### src/rtl/rr_encoder_arbiter.sv
// Round-robin arbiter for a 16-way shared resource: offers a one-hot/encoded grant,
// holds it through valid/ready acceptance and a busy phase, with a busy-phase watchdog.
module rr_encoder_arbiter #(
  parameter int N_REQ   = 16,
  parameter int IDX_W   = $clog2(N_REQ),
  parameter int TIMEOUT = 255
) (
  input  logic             clk,
  input  logic             rst_n,
  input  logic             enable_i,
  input  logic [N_REQ-1:0] req_i,
  output logic             grant_valid_o,
  output logic [N_REQ-1:0] grant_o,
  output logic [IDX_W-1:0] grant_idx_o,
  input  logic             grant_ready_i,
  input  logic             done_i,
  output logic             busy_o,
  output logic             timeout_o
);

  typedef enum logic [1:0] {IDLE, OFFER, BUSY} state_e;

  localparam logic [7:0] WD_LIMIT = 8'(TIMEOUT - 1);

  state_e           state_q;
  logic [IDX_W-1:0] last_ptr_q;
  logic [IDX_W-1:0] idx_q;
  logic [N_REQ-1:0] grant_q;
  logic             valid_q;
  logic             busy_q;
  logic             timeout_q;
  logic [7:0]       wd_q;

  logic [IDX_W-1:0] pick_idx_d;
  logic             pick_vld_d;
  logic [IDX_W-1:0] cand;

  // Search upward from the requester after the last accepted one; the index
  // arithmetic wraps naturally because N_REQ is a power of two.
  always_comb begin
    pick_idx_d = '0;
    pick_vld_d = 1'b0;
    cand       = '0;
    for (int i = 1; i <= N_REQ; i++) begin
      cand = last_ptr_q + IDX_W'(i);
      if (!pick_vld_d && req_i[cand]) begin
        pick_vld_d = 1'b1;
        pick_idx_d = cand;
      end
    end
  end

  always_ff @(posedge clk or negedge rst_n) begin
    if (!rst_n) begin
      state_q    <= IDLE;
      last_ptr_q <= '1;
      idx_q      <= '0;
      grant_q    <= '0;
      valid_q    <= 1'b0;
      busy_q     <= 1'b0;
      timeout_q  <= 1'b0;
      wd_q       <= 8'd0;
    end else begin
      timeout_q <= 1'b0;
      case (state_q)
        IDLE: begin
          if (enable_i && pick_vld_d) begin
            state_q <= OFFER;
            valid_q <= 1'b1;
            grant_q <= N_REQ'(1) << pick_idx_d;
            idx_q   <= pick_idx_d;
          end
        end
        OFFER: begin
          if (grant_ready_i) begin
            state_q    <= BUSY;
            busy_q     <= 1'b1;
            last_ptr_q <= idx_q;
            wd_q       <= 8'd0;
          end
        end
        BUSY: begin
          // A completion arriving on the watchdog's final cycle suppresses the timeout pulse.
          if (done_i || wd_q == WD_LIMIT) begin
            state_q   <= IDLE;
            valid_q   <= 1'b0;
            busy_q    <= 1'b0;
            grant_q   <= '0;
            idx_q     <= '0;
            wd_q      <= 8'd0;
            timeout_q <= !done_i;
          end else begin
            wd_q <= wd_q + 8'd1;
          end
        end
        default: state_q <= IDLE;
      endcase
    end
  end

  assign grant_valid_o = valid_q;
  assign grant_o       = grant_q;
  assign grant_idx_o   = idx_q;
  assign busy_o        = busy_q;
  assign timeout_o     = timeout_q;

endmodule

### config.mk
export PLATFORM = sky130hd
export DESIGN_NAME = rr_encoder_arbiter
export DESIGN_NICKNAME = d
export VERILOG_FILES = /design/src/rtl/rr_encoder_arbiter.sv
export SDC_FILE = /design/constraint.sdc
export NUM_CORES = 1
export LEC_CHECK = 0
export CORE_ASPECT_RATIO = 1.2
export CORE_UTILIZATION = 45
export CTS_CLUSTER_DIAMETER = 60
export CTS_CLUSTER_SIZE = 24
export DETAILED_ROUTE_END_ITERATION = 6
export DONT_BUFFER_PORTS = 1
export GPL_ROUTABILITY_DRIVEN = 0
export GPL_TIMING_DRIVEN = 0
export PLACE_DENSITY = 0.62
export SYNTH_ARGS = -nofsm -noshare
export SYNTH_HDL_FRONTEND = slang
export SYNTH_SLANG_ARGS = --single-unit
### constraint.sdc
create_clock -name clk -period 5.14 [get_ports clk]
set_input_delay 1.028 -clock clk [delete_from_list [all_inputs] [get_ports clk]]
set_output_delay 1.028 -clock clk [all_outputs]
set_load 0.01 [all_outputs]
# ---- Word-level counts from Yosys, hierarchy flattened
# Cells that the tools add are included.
dict set report classes {
  order_cmp 16
  n_eq_ne 6
  muxes 84
  n_reduce_logical 41
  add_sub_neg 16
  n_shift 1
}
# op n
set op_table {}
lappend op_table {{< comparator 4 x 5 -> 1 bit, second input constant} 16}
lappend op_table {{two-way mux 4 bit} 18}
lappend op_table {{binary-select mux 1 bit (select 4 bit)} 16}
lappend op_table {{two-way mux 1 bit} 37}
lappend op_table {{adder 4 bit, second input constant} 8}
lappend op_table {{two-way mux 16 bit} 2}
lappend op_table {{case mux 16 bit (2 select lines)} 1}
lappend op_table {{adder 4 x 3 -> 4 bit, second input constant} 4}
lappend op_table {{logical AND 1 bit} 16}
lappend op_table {{logical NOT 1 bit} 16}
lappend op_table {{two-way mux 8 bit} 2}
lappend op_table {{case mux 8 bit (2 select lines)} 1}
lappend op_table {{left shift 1 x 4 -> 16 bit, first input constant} 1}
lappend op_table {{AND reduction 3 bit} 3}
lappend op_table {{adder 4 x 2 -> 4 bit, second input constant} 2}
lappend op_table {{adder 8 x 1 -> 8 bit, second input constant} 1}
lappend op_table {{== test 8 bit, second input constant} 1}
lappend op_table {{case mux 4 bit (2 select lines)} 1}
lappend op_table {{two-way mux 2 bit} 3}
lappend op_table {{!= test 2 bit, second input constant} 3}
lappend op_table {{case mux 2 bit (3 select lines)} 1}
lappend op_table {{adder 4 x 1 -> 4 bit, second input constant} 1}
lappend op_table {{case mux 1 bit (2 select lines)} 2}
lappend op_table {{AND reduction 2 bit} 2}
lappend op_table {{5 further kinds} 6}
dict set report word_totals {
  output_inout_bits 23
  wordCells 172
  reg_bits 37
}

# ---- Depth between registers and ports, before layout
dict set report logic_depth {
  depth_word 52
  mapped_depth 17
}

# ---- Worst setup path after synthesis
# OpenSTA, ideal clock, no wires.
dict set report synth_timing {
  path_kind {register to register}
  from {register last_ptr_q[1]}
  to {register grant_q[6], in the netlist grant_o[6]}
  required_ps 5030
  stages_incl_launch_ff 17
  arrival_ps 4864
  slack_ps 166
  period_less_slack_ps 4974
  path_cell_list {dfstp_2 > buf_2 > buf_2 > buf_2 > inv_1 > ha_1 > buf_1 > mux4_2 > mux2_2 > mux2_4 > or4_4 > nor4_4 > and4_1 > a311oi_1 > or2_1 > buf_6 > o41ai_1}
}
dict set report synth_via {
  elab_chain_cells 52
  elab_cells_between_ends 115
  classes_between {add/sub: 15; eq/ne: 1; shift: 1; mux: 66; reduce/logical: 32}
}
# item line_no
set synth_lines {}
lappend synth_lines {{from (decl)} 26} ;# logic [IDX_W-1:0] last_ptr_q;
lappend synth_lines {{from (signal assigned)} 78} ;# last_ptr_q <= idx_q;
lappend synth_lines {{adder 4 x 1 -> 4 bit} 45} ;# cand = last_ptr_q + IDX_W'(i);
lappend synth_lines {{binary-select mux 1 bit (select 4 bit)} 46} ;# if (!pick_vld_d && req_i[cand]) begin
lappend synth_lines {{two-way mux 1 bit (implied by the code)} 46}
lappend synth_lines {{two-way mux 1 bit} 46}
lappend synth_lines {{logical NOT 1 bit} 46}
lappend synth_lines {{logical AND 1 bit} 46}
lappend synth_lines {{two-way mux 1 bit} 46}
lappend synth_lines {{logical NOT 1 bit} 46}
lappend synth_lines {{(+36 left out)} --}
lappend synth_lines {{logical AND 1 bit} 46}
lappend synth_lines {{two-way mux 1 bit} 46}
lappend synth_lines {{logical NOT 1 bit} 46}
lappend synth_lines {{logical AND 1 bit} 46}
lappend synth_lines {{two-way mux 4 bit / two-way mux 1 bit (equally long branches)} 46}
lappend synth_lines {{left shift 1 x 4 -> 16 bit / logical AND 1 bit (equally long branches)} {70, 67}}
lappend synth_lines {{two-way mux 16 bit / != test 2 bit (equally long branches)} --}
lappend synth_lines {{case mux 16 bit (2 select lines) / AND reduction 3 bit (equally long branches)} --}
lappend synth_lines {{to (signal assigned)} 70} ;# grant_q <= N_REQ'(1) << pick_idx_d;
lappend synth_lines {{to (decl)} 28} ;# logic [N_REQ-1:0] grant_q;
# Parallel ways exist; a longest one is shown, timed or not. The select of a mux whose other input is x is not followed.
# A chain may end at the register's enable or synchronous reset.

# ---- Final worst setup path
# Ends and elaborated chain as after synthesis.

==> impl_metrics.env <==
export IMPL_cap_viol_max_count=0
export IMPL_ys_flop_type="dfrtp_1"
export IMPL_synthMuxAreaShare=0.286
export IMPL_grt_usage=0.273
export IMPL_fmax_mhz=201
export IMPL_slowest_delay_ps=590
export IMPL_finalHoldViolCount=0
export IMPL_totalWireLength_um=12700
export IMPL_cts_hold_buf=0
export IMPL_drcViolationCount=0
export IMPL_syn_instance_count=437
export IMPL_syn_nets=468
export IMPL_maxSlewViolCount=0
export IMPL_io_buffers=0
export IMPL_multi_input_area_um2=3100
export IMPL_path_class="reg -> reg"
export IMPL_start_kind="flop"
export IMPL_slowest_stage="dfstp_2"
export IMPL_cts_root_buf="clkbuf_8"
export IMPL_cts_buffers=5
export IMPL_synth_edf_count=0
export IMPL_skew_ps=7.03
export IMPL_yosys_area_share_simple=0.169
export IMPL_hold_path_class="in -> async"
export IMPL_fin_util=0.519
export IMPL_fin_crit_sh=0.970
export IMPL_syn_to_final_growth_pct=11.1
export IMPL_status="complete, no violations"
export IMPL_cp_cell_sequence="buf_6 > buf_6 > buf_8 > clkinvlp_4 > ha_1 > buf_6 > mux4_2 > mux4_2 > or4_4 > nor4_4 > and4_4 > a311oi_1 > or2_1 > buf_6 > o41ai_1"
export IMPL_synth_xor_area_frac=0.0216
export IMPL_mostFrequentLayoutCell="nand2_1"
export IMPL_synth_top_family_by_area="multiplexers"
export IMPL_cts_num_sinks=37
export IMPL_grt_pass1_wl_um=19700
export IMPL_cpMostUsedCell="buf_6"
export IMPL_hold_slack_ps=423
export IMPL_final_nets=480
export IMPL_ys_warn_count=0
export IMPL_grt_max_degree=38
export IMPL_core_area_um2=8660
export IMPL_critical_path_cell_count=15
export IMPL_synth_compound_area_frac=0.228
export IMPL_firstDrtPassIters=6
export IMPL_syn_cell_area_um2=4050
export IMPL_row_count=37
export IMPL_period_minus_slack_ps=4990
export IMPL_crit_buf_inv=6
export IMPL_worst_r2r_path_depth=15
export IMPL_antenna_left=0
export IMPL_clock_latency_ps=290
export IMPL_grt_remaining_overflow=0
export IMPL_clockBufferDepth=2
export IMPL_ys_seq_area_frac=0.230
export IMPL_end_kind="flop"
export IMPL_ys_seq_elements=37
export IMPL_diodes=0
export IMPL_hpwl_um=9150
export IMPL_vias=3897
export IMPL_antenna_found_initial=0
export IMPL_synth_avg_cell_area_um2=9.26
export IMPL_setup_viol=0
export IMPL_drt_initial_drc_count=398
export IMPL_cts_tree="built"
export IMPL_critPathMaxFanout=10
export IMPL_crit_arrival_ps=5160
export IMPL_initial_utilization=0.467
export IMPL_grt_setup_unrepaired="true"
export IMPL_die_area_um2=9380
export IMPL_grt_pass1_vias=3742
export IMPL_mostFrequentLayoutCells="nand2_1, dfrtp_1, nor2_1"
export IMPL_boundaryPins=44
export IMPL_async_reset_ff_frac=1.00
export IMPL_worst_pin_slew_ps=1040
export IMPL_die_height_um=106
export IMPL_die_x_um=88.6
export IMPL_avgViaCountPerCell=6.87
export IMPL_max_slew_margin_rel=0.304
export IMPL_clk_pin_slew_ps=80
export IMPL_required_ps=5310
export IMPL_synthAdderAreaFrac=0.0309
export IMPL_ff_latch_area_um2=931
export IMPL_wire_per_inst_um=22.3
export IMPL_synth_cell_types=66
export IMPL_cp_top_family="simple AND/OR/NAND/NOR gates"
export IMPL_layout_drive_gt1_share=0.267
export IMPL_cts_htree_levels=2
export IMPL_fill_cells=839
[path summary, 6_finish.rpt]
| kind | start | to | slack, ps |
|---|---|---|---|
| worst min register to register | state_q[1] | state_q[0] | 480 |
| worst min-delay path | rst_n | grant_o[1] | 420 |
| worst max register to register | last_ptr_q[1] | grant_o[6] | 150 |
| min in group clk | state_q[1] | state_q[0] | 480 |
| worst max-delay path | last_ptr_q[1] | grant_o[6] | 150 |
| max in group asynchronous | rst_n | last_ptr_q[3] | 4530 |
[worst register-to-register path, delay by kind of cell (launching register included)]
family                   cells  cell delay (ps)
AO/OA/AOI/OAI                2              450
adder cells (fa/ha/maj)      1              330
buffers and inverters        6             1010
flip-flops                   1              590
multiplexers                 2             1090
AND/OR/NAND/NOR              4             1410
[layout make-up]
cell class	count	share of cell area
inverter	9	0.00835
sequential	37	0.207
tap	117	0.0326
timing repair buffer	8	0.0134
clock inverter	2	0.00223
clock buffer	6	0.0161
buffer	19	0.0301
multi-input combinational	369	0.690
[flip-flops by register name (all words and copies together) (netlist names)]
signal	flops
grant_valid_o	1
busy_o	1
last_ptr_q	4
wd_q	8
state_q	2
timeout_o	1
grant_o	16
grant_idx_o	4
[cells by family after synthesis]
group / count (synthesis)
AND/OR/NAND/NOR: 142
XOR/XNOR: 10
buffers and inverters: 31
multiplexers: 79
AO/OA/AOI/OAI: 128
flip-flops: 37
adder cells (fa/ha/maj): 10
[metal layers]
layer,GRT usage,up-vias,routed length [um]
li1,-,1739,-
met1,0.350,1897,4980
met2,0.430,217,6130
met3,0.0548,44,942
met4,0.143,0,606
met5,0,-,0
[repair_timing]
item	4_1_cts	5_1_grt
buffers inserted	6	2
endpoints found under the setup margin	22	18
resized for setup	23	15
pin swaps	2	3
[stage by stage]
stage	cell area [um2]	instances	worst slack [ps]	TNS [ps]
finish	4500	567	154	0
global route	4500	567	-64.1	-346
CTS	4390	566	17.2	0
detailed placement	4190	554	-1310	-24630
global placement	4190	554	-1200	-23160
floorplan	4050	437	166	0
[cells in the mapped netlist (5+ instances only)]
cell	number	share of area
nor2_1	30	0.028
o22ai_1	8	0.012
nand4_1	5	0.0077
a221oi_1	5	0.011
mux4_2	26	0.14
nand3_1	9	0.011
o21ai_0	22	0.027
inv_1	7	0.0065
o41ai_1	13	0.028
buf_2	9	0.011
mux2i_1	24	0.059
a31oi_1	10	0.015
clkbuf_1	8	0.0074
xnor2_1	7	0.015
o31ai_1	5	0.0093
and3_1	7	0.011
o21a_1	7	0.013
mux2_2	27	0.075
ha_1	10	0.031
nand2b_1	5	0.0077
a21oi_1	22	0.027
dfrtp_1	33	0.20
nand2_1	62	0.058
Power is not shown: default switching activity piles up to over one toggle a cycle in this logic, so the estimate is an artifact.
